$ cat config.mk
export PLATFORM = sky130hd
export DESIGN_NAME = button_press_decoder
export DESIGN_NICKNAME = d
export VERILOG_FILES = /design/src/rtl/button_press_decoder.sv
export SDC_FILE = /design/constraint.sdc
export NUM_CORES = 1
export LEC_CHECK = 0
export BUFFER_PORTS_ARGS = -buffer_cell sky130_fd_sc_hd__buf_2
export CORE_MARGIN = 3
export CORE_UTILIZATION = 63
export CTS_BUF_LIST = sky130_fd_sc_hd__clkbuf_4 sky130_fd_sc_hd__clkbuf_8
export DETAILED_ROUTE_END_ITERATION = 8
export GPL_ROUTABILITY_DRIVEN = 0
export PLACE_DENSITY = 0.86
export SLEW_MARGIN = 0
export SYNTH_ARGS = -nofsm -noshare
export SYNTH_HDL_FRONTEND = slang
export SYNTH_SLANG_ARGS = --single-unit
$ cat constraint.sdc
create_clock -name int_osc -period 2.2 [get_ports int_osc]
set_input_delay 0.33 -clock int_osc [delete_from_list [all_inputs] [get_ports int_osc]]
set_output_delay 0.33 -clock int_osc [all_outputs]
set_load 0.05 [all_outputs]
$ cat src/rtl/button_press_decoder.sv
// Debounces an active-low pushbutton and classifies each press as short or long.
// Optional repeat of long_pulse while held when BTN_LONG_REPEAT_EN is defined.
//
// Ports:
//   int_osc     in   sole clock, rising edge
//   rst_n       in   synchronous active-low reset
//   btn_n_raw   in   asynchronous pin, low = pressed
//   btn_level   out  debounced state, 1 = pressed
//   short_pulse out  1-cycle strobe, press released before the long threshold
//   long_pulse  out  1-cycle strobe, hold reached the long threshold
//   press_count out  accepted presses, wraps 255 -> 0
module button_press_decoder #(
  parameter int DEBOUNCE_CYCLES = 120000,
  parameter int LONG_CYCLES     = 12000000
) (
  input  logic       int_osc,
  input  logic       rst_n,
  input  logic       btn_n_raw,
  output logic       btn_level,
  output logic       short_pulse,
  output logic       long_pulse,
  output logic [7:0] press_count
);

  typedef enum logic [1:0] {
    IDLE,
    PRESSED,
    LONG_HELD
  } state_t;

  localparam logic [23:0] DEB_MAX  = 24'(DEBOUNCE_CYCLES - 1);
  localparam logic [23:0] LONG_MAX = 24'(LONG_CYCLES - 1);

  logic        sync_q1;
  logic        sync_q2;
  logic        sample;
  logic [23:0] deb_cnt;
  logic [23:0] deb_nx;
  logic        level_nx;
  logic        flip;
  logic        rise;
  logic        fall;

  state_t      state;
  state_t      state_nx;
  logic [23:0] hold_cnt;
  logic [23:0] hold_nx;
  logic        short_nx;
  logic        long_nx;
  logic [7:0]  count_nx;

  // sync flops carry the inverted pin so reset means "not pressed"
  assign sample = sync_q2;
  assign flip   = (sample != btn_level) && (deb_cnt == DEB_MAX);
  assign rise   = flip && !btn_level;
  assign fall   = flip && btn_level;

  always_comb begin
    deb_nx   = '0;
    level_nx = btn_level;
    if (flip) begin
      level_nx = ~btn_level;
    end else if (sample != btn_level) begin
      deb_nx = deb_cnt + 24'd1;
    end
  end

  always_comb begin
    state_nx = state;
    hold_nx  = hold_cnt;
    short_nx = 1'b0;
    long_nx  = 1'b0;
    count_nx = press_count + {7'd0, rise};
    unique case (state)
      IDLE: begin
        if (rise) begin
          state_nx = PRESSED;
          hold_nx  = '0;
        end
      end
      PRESSED: begin
        if (!btn_level) begin
          short_nx = 1'b1;
          state_nx = rise ? PRESSED : IDLE;
          hold_nx  = '0;
        end else if (hold_cnt == LONG_MAX && !fall) begin
          // a release landing on the threshold edge wins
          long_nx  = 1'b1;
          state_nx = LONG_HELD;
`ifdef BTN_LONG_REPEAT_EN
          hold_nx  = '0;
`else
          hold_nx  = hold_cnt + 24'd1;
`endif
        end else begin
          hold_nx = hold_cnt + 24'd1;
        end
      end
      LONG_HELD: begin
        if (!btn_level) begin
          state_nx = rise ? PRESSED : IDLE;
          hold_nx  = '0;
        end else begin
`ifdef BTN_LONG_REPEAT_EN
          if (hold_cnt == LONG_MAX && !fall) begin
            long_nx = 1'b1;
            hold_nx = '0;
          end else begin
            hold_nx = hold_cnt + 24'd1;
          end
`else
          if (hold_cnt != '1) begin
            hold_nx = hold_cnt + 24'd1;
          end
`endif
        end
      end
      default: begin
        state_nx = IDLE;
        hold_nx  = '0;
      end
    endcase
  end

  always_ff @(posedge int_osc) begin
    if (!rst_n) begin
      sync_q1     <= 1'b0;
      sync_q2     <= 1'b0;
      deb_cnt     <= '0;
      btn_level   <= 1'b0;
      state       <= IDLE;
      hold_cnt    <= '0;
      short_pulse <= 1'b0;
      long_pulse  <= 1'b0;
      press_count <= '0;
    end else begin
      sync_q1     <= ~btn_n_raw;
      sync_q2     <= sync_q1;
      deb_cnt     <= deb_nx;
      btn_level   <= level_nx;
      state       <= state_nx;
      hold_cnt    <= hold_nx;
      short_pulse <= short_nx;
      long_pulse  <= long_nx;
      press_count <= count_nx;
    end
  end

endmodule

; Yosys cells after proc, flatten, opt, wreduce, memory -nomap -nowiden
; Cells that the tools add are included.
[classes]
bitwise = 4
n_addsub = 3
muxes = 13
n_reduce_logical = 12
n_eq_ne = 10
[op_table]
columns = operator, n
row1 = two-way mux 24 bit, 4
row2 = one-hot mux 24 bit (3 select lines), 1
row3 = "adder 24 x 1 -> 24 bit, second input constant", 2
row4 = "== test 24 x 17 -> 1 bit, second input constant", 1
row5 = "== test 24 bit, second input constant", 1
row6 = "inequality test 24 bit, second input constant", 1
row7 = adder 8 x 1 -> 8 bit, 1
row8 = two-way mux 2 bit, 4
row9 = "inequality test 3 bit, second input constant", 2
row10 = one-hot mux 2 bit (3 select lines), 1
row11 = AND reduction 3 bit, 2
row12 = logical AND 1 bit, 4
row13 = "inequality test 2 bit, second input constant", 2
row14 = inverter 1 bit, 4
row15 = AND reduction 2 bit, 2
row16 = two-way mux 1 bit, 3
row17 = OR reduction 3 bit, 1
row18 = "== test 2 x 1 -> 1 bit, second input constant", 1
row19 = "== test 2 bit, second input constant", 1
row20 = zero test 1 bit, 2
row21 = zero test 2 bit, 1
row22 = inequality test 1 bit, 1
[word_totals]
elab_cells = 51
ff_bits = 63
input_bits = 3
output_inout_bits = 11

; Longest topological paths before layout
[depth]
depth_word = 8
ltp_mapped = 9
ltp_nobuf = 8

; Worst setup path before layout
; No wires, ideal clock.
[synth_path]
kind = reg-to-reg
from = register btn_level
to = register hold_cnt[15]
synth_period_minus_slack_ns = 2.074
path_stages_with_launch = 9
setup_slack_ns = 0.126
setup_time_ns = 0.075
path_buffers = 2
t_required_ns = 2.125
t_arrival_ns = 1.999
cell_sequence = dfxtp_1 -> clkbuf_1 -> nand3_1 -> nor3_1 -> nand4_2 -> nand2_4 -> buf_2 -> o21ai_0 -> o22ai_1
[synth_between]
elab_chain_cells = 5
word_cells_on_any_way = 10
classes_between = eq/ne (3) / mux (3) / reduce/logical (4)
[synth_lines]
columns = item, line
row1 = "start, declared", 19  ; output logic btn_level,
row2 = "start signal, assigned", 140  ; btn_level <= level_nx;
row3 = inequality test 1 bit, 54  ; assign flip = (sample != btn_level) && (deb_cnt == DEB_MAX);
row4 = logical AND 1 bit, 54
row5 = logical AND 1 bit, 55  ; assign rise = flip && !btn_level;
row6 = inequality test 2 bit (no source line), n/a
row7 = AND reduction 2 bit (no source line), n/a
row8 = "end signal, assigned", 142  ; hold_cnt <= hold_nx;
row9 = "end, declared", 46  ; logic [23:0] hold_cnt;
; Parallel ways exist; a longest one is shown, timed or not.
; A chain may end at the register's enable or synchronous reset.

; Worst setup path after layout
[layout_path]
from = register deb_cnt[6]
to = register hold_cnt[19]
[layout_between]
elab_chain_cells = 5
[layout_lines]
columns = item, line
row1 = "start, declared", 37  ; logic [23:0] deb_cnt;
row2 = "start signal, assigned", 139  ; deb_cnt <= deb_nx;
row3 = == test 24 x 17 -> 1 bit, 54
row4 = logical AND 1 bit, 54
row5 = logical AND 1 bit, 55
row6 = inequality test 2 bit (no source line), n/a
row7 = AND reduction 2 bit (no source line), n/a
; No other way between the ends.

==> impl_metrics.toml <==
[power]
leakagePower_nw = 1.36
vdd_ir_drop_max_uv = 499
power_mw = 2.08
powerDensity_mw_per_mm2 = 584

[synth]
synth_top_family_by_area = "simple AND/OR/NAND/NOR gates"
synth-edff-count = 0
syn-num-nets = 379
synth_fa_ha_area_share_pct = 3.22
async_flop_share_pct = 0
post_synth_and_or_nand_nor_area_fraction_pct = 32.0
syn_avg_cell_area_um2 = 8.46
ys_types = 46
synth_xor_area_share_pct = 8.16
synth_compound_area_share_pct = 12.8
synth_warnings = 0
synthMuxAreaShare_pct = 0.322
syn_area_mm2 = 0.00311
ys_seq_elements = 63
yosysSeqAreaShare_pct = 40.5
synthFlopType = "dfxtp_1"
syn_inst = 368

[grt]
grt_pass1_vias = 2719
grt_usage_pct = 25.5
grt.overflow.total = 0
grt_start_max_net_pins = 44
grt_pass1_wl_um = 12200
antenna_found_initial = 0

[floorplan]
die_area_mm2 = 0.00582
rows = 24
initial_core_util_pct = 68.2
die_w_um = 76.3
die_y_um = 76.3
coreArea_mm2 = 0.00456
io-pin-count = 14

[sta]
period_share_pct = 95.5
relSlewSlack_pct = 66.2
rsz0062_at_grt = "true"
finalHoldViolations = 0
max_freq_mhz = 476
skew_ns = 0.00689
setup_violations = 0
holdWs_ns = 0.144
min_period_ns = 2.10
max_slew.worst_pin.slew_ns = 0.503
slew_viol_final = 0
setup_slack_ns = 0.0983

[cts]
postCtsSetupRepairBufs = 0
cts_root_buffer = "clkbuf_8"
cts_tree = "built"
cts.sinks = 63
cts_buffers = 9
clk_pin_slew_ns = 0.06
cts_htree_levels = 3
clkLatencyLatePin_ns = 0.34
clk_path_buf_depth = 2

[critical_path]
endpoint_kind = "flop"
crit_required_ns = 2.46
crit_arrival_ns = 2.37
rrSetupSlack_ns = 0.1
cp_max_fo = 12
rr_worst_depth = 6
critPathKind = "reg -> reg"
crit-reg2reg-capture = "hold_cnt[19]"
start_kind = "flop"
reg2reg_from = "deb_cnt[6]"

[cells_and_area]
fin_cells = 464
drive_gt1_share_pct = 15.5
nets = 406
antenna_cells = 0
area_growth_syn_to_layout_pct = 14.4
final_cell_area_mm2 = 0.00356

[placed_design]
hpwl_um = 4870
post_dp_cell_area_mm2 = 0.00333
dp_slack_ns = 0.0254
dp.cells = 449
port_buffers = 13

[route]
finalWirelength_um = 7040
drcViolationCount = 0
vias = 2850
postRouteAntennaNets = 0
drtIter0Drc = 305
wl_per_cell_um = 15.2
drt-pass1-iter-count = 5
viasPerCell = 6.14

[min_path]
hold_end = "sync_q1"
min_path_cells = 2
min_from = "btn_n_raw"
hold_path_class = "in -> reg"

[run_status]
status = "finished clean"

[run]
max_cap_viol_count = 0
logic make-up after synthesis:
group	after synthesis
AOI/OAI and AO/OA	58
xor gates and xnor gates	29
adders and majority gates	8
buffers and inverters	23
DFF	63
muxes	1
and+or+nand+nor	186
layout make-up:
type	count	area, um2
Multi-Input combinational cell	282	1800
Tap cell	65	81.3
Clock inverter	3	17.5
Timing Repair Buffer	32	208
Sequential cell	63	1260
Clock buffer	12	165
Fill cell	329	1010
Inverter	7	26.3
per-layer routing:
metal / up-vias / share of wire [%] / GRT usage [%]
li1: 1374 / - / -
met1: 1340 / 46 / 33.5
met2: 123 / 46 / 39.5
met3: 13 / 7.3 / 7.80
met4: 0 / 1.5 / 9.78
met5: - / 0 / 0
worst max-delay path by stage:
stage                     start        endpoint  slack [ns]
floorplan             btn_level    hold_cnt[15]        0.13
global placement    deb_cnt[20]  press_count[7]        0.13
detailed placement  deb_cnt[20]  press_count[4]        0.03
CTS                 deb_cnt[20]    hold_cnt[19]        0.01
global route        hold_cnt[0]    hold_cnt[11]      -0.006
finish               deb_cnt[6]    hold_cnt[19]         0.1
what timing repair did:
action	4_1_cts	5_1_grt
endpoints found under the setup margin	0	13
gates resized for setup	0	8
hold buffers	0	0
power breakdown:
part           internal [mW]  switching [mW]  total (mW)  leakage (nW)
logic                0.00699          0.0171      0.0241         0.756
registers               1.14         0.00175        1.14         0.508
clock network          0.490           0.419       0.909        0.0942
flip-flops by register name, indices dropped and copies added, names as in the netlist:
signal       flops
btn_level        1
deb_cnt         24
hold_cnt        24
long_pulse       1
press_count      8
sample           1
short_pulse      1
state            2
sync_q1          1
layout by cell type, fill, tap and decap left out, types with 7 or more instances in the layout:
cell / n
buf_4: 19
nand3_1: 31
clkbuf_8: 12
a21oi_1: 9
buf_2: 13
ha_1: 8
inv_1: 7
nor2_1: 40
o211ai_1: 9
o21ai_0: 15
nand4_1: 15
nand2_1: 35
xor2_1: 20
xnor2_1: 9
dfxtp_1: 63
and2_1: 16
and3_1: 11
metrics by stage:
step / utilization [%] / TNS (ns)
2_1_floorplan: - / 0
3_3_place_gp: 73.1 / 0
3_5_place_dp: 73.1 / 0
4_1_cts: 77.1 / 0
5_1_grt: 78.0 / -0.00557
6_report: 78.0 / 0
cells in the mapped netlist (all sizes together) (4+ instances only):
cell type	instances	share of area, %
ha	8	3.2
o211ai	9	2.2
dfxtp	63	41
o21ai	15	2.4
clkbuf	13	1.6
xor2	20	5.6
nor2	40	4.8
xnor2	9	2.5
and2	16	3.2
nand2	36	4.6
a21oi	9	1.4
inv	7	0.84
o2bb2ai	4	1.1
nor4	7	1.9
nand3	31	5.0
and4	7	2.1
nand4	16	3.4
a21boi	5	1.2
and3	11	2.2
nor3	7	1.1
worst max-delay path, cell delays in order, from the launching register on:
cell	delay (ns)
dfxtp_1	0.39
nor4b_2	0.29
and4_4	0.29
a41o_4	0.27
nand2_4	0.11
or4_1	0.52
a21boi_1	0.16
Power figures use the tool's default switching activity.
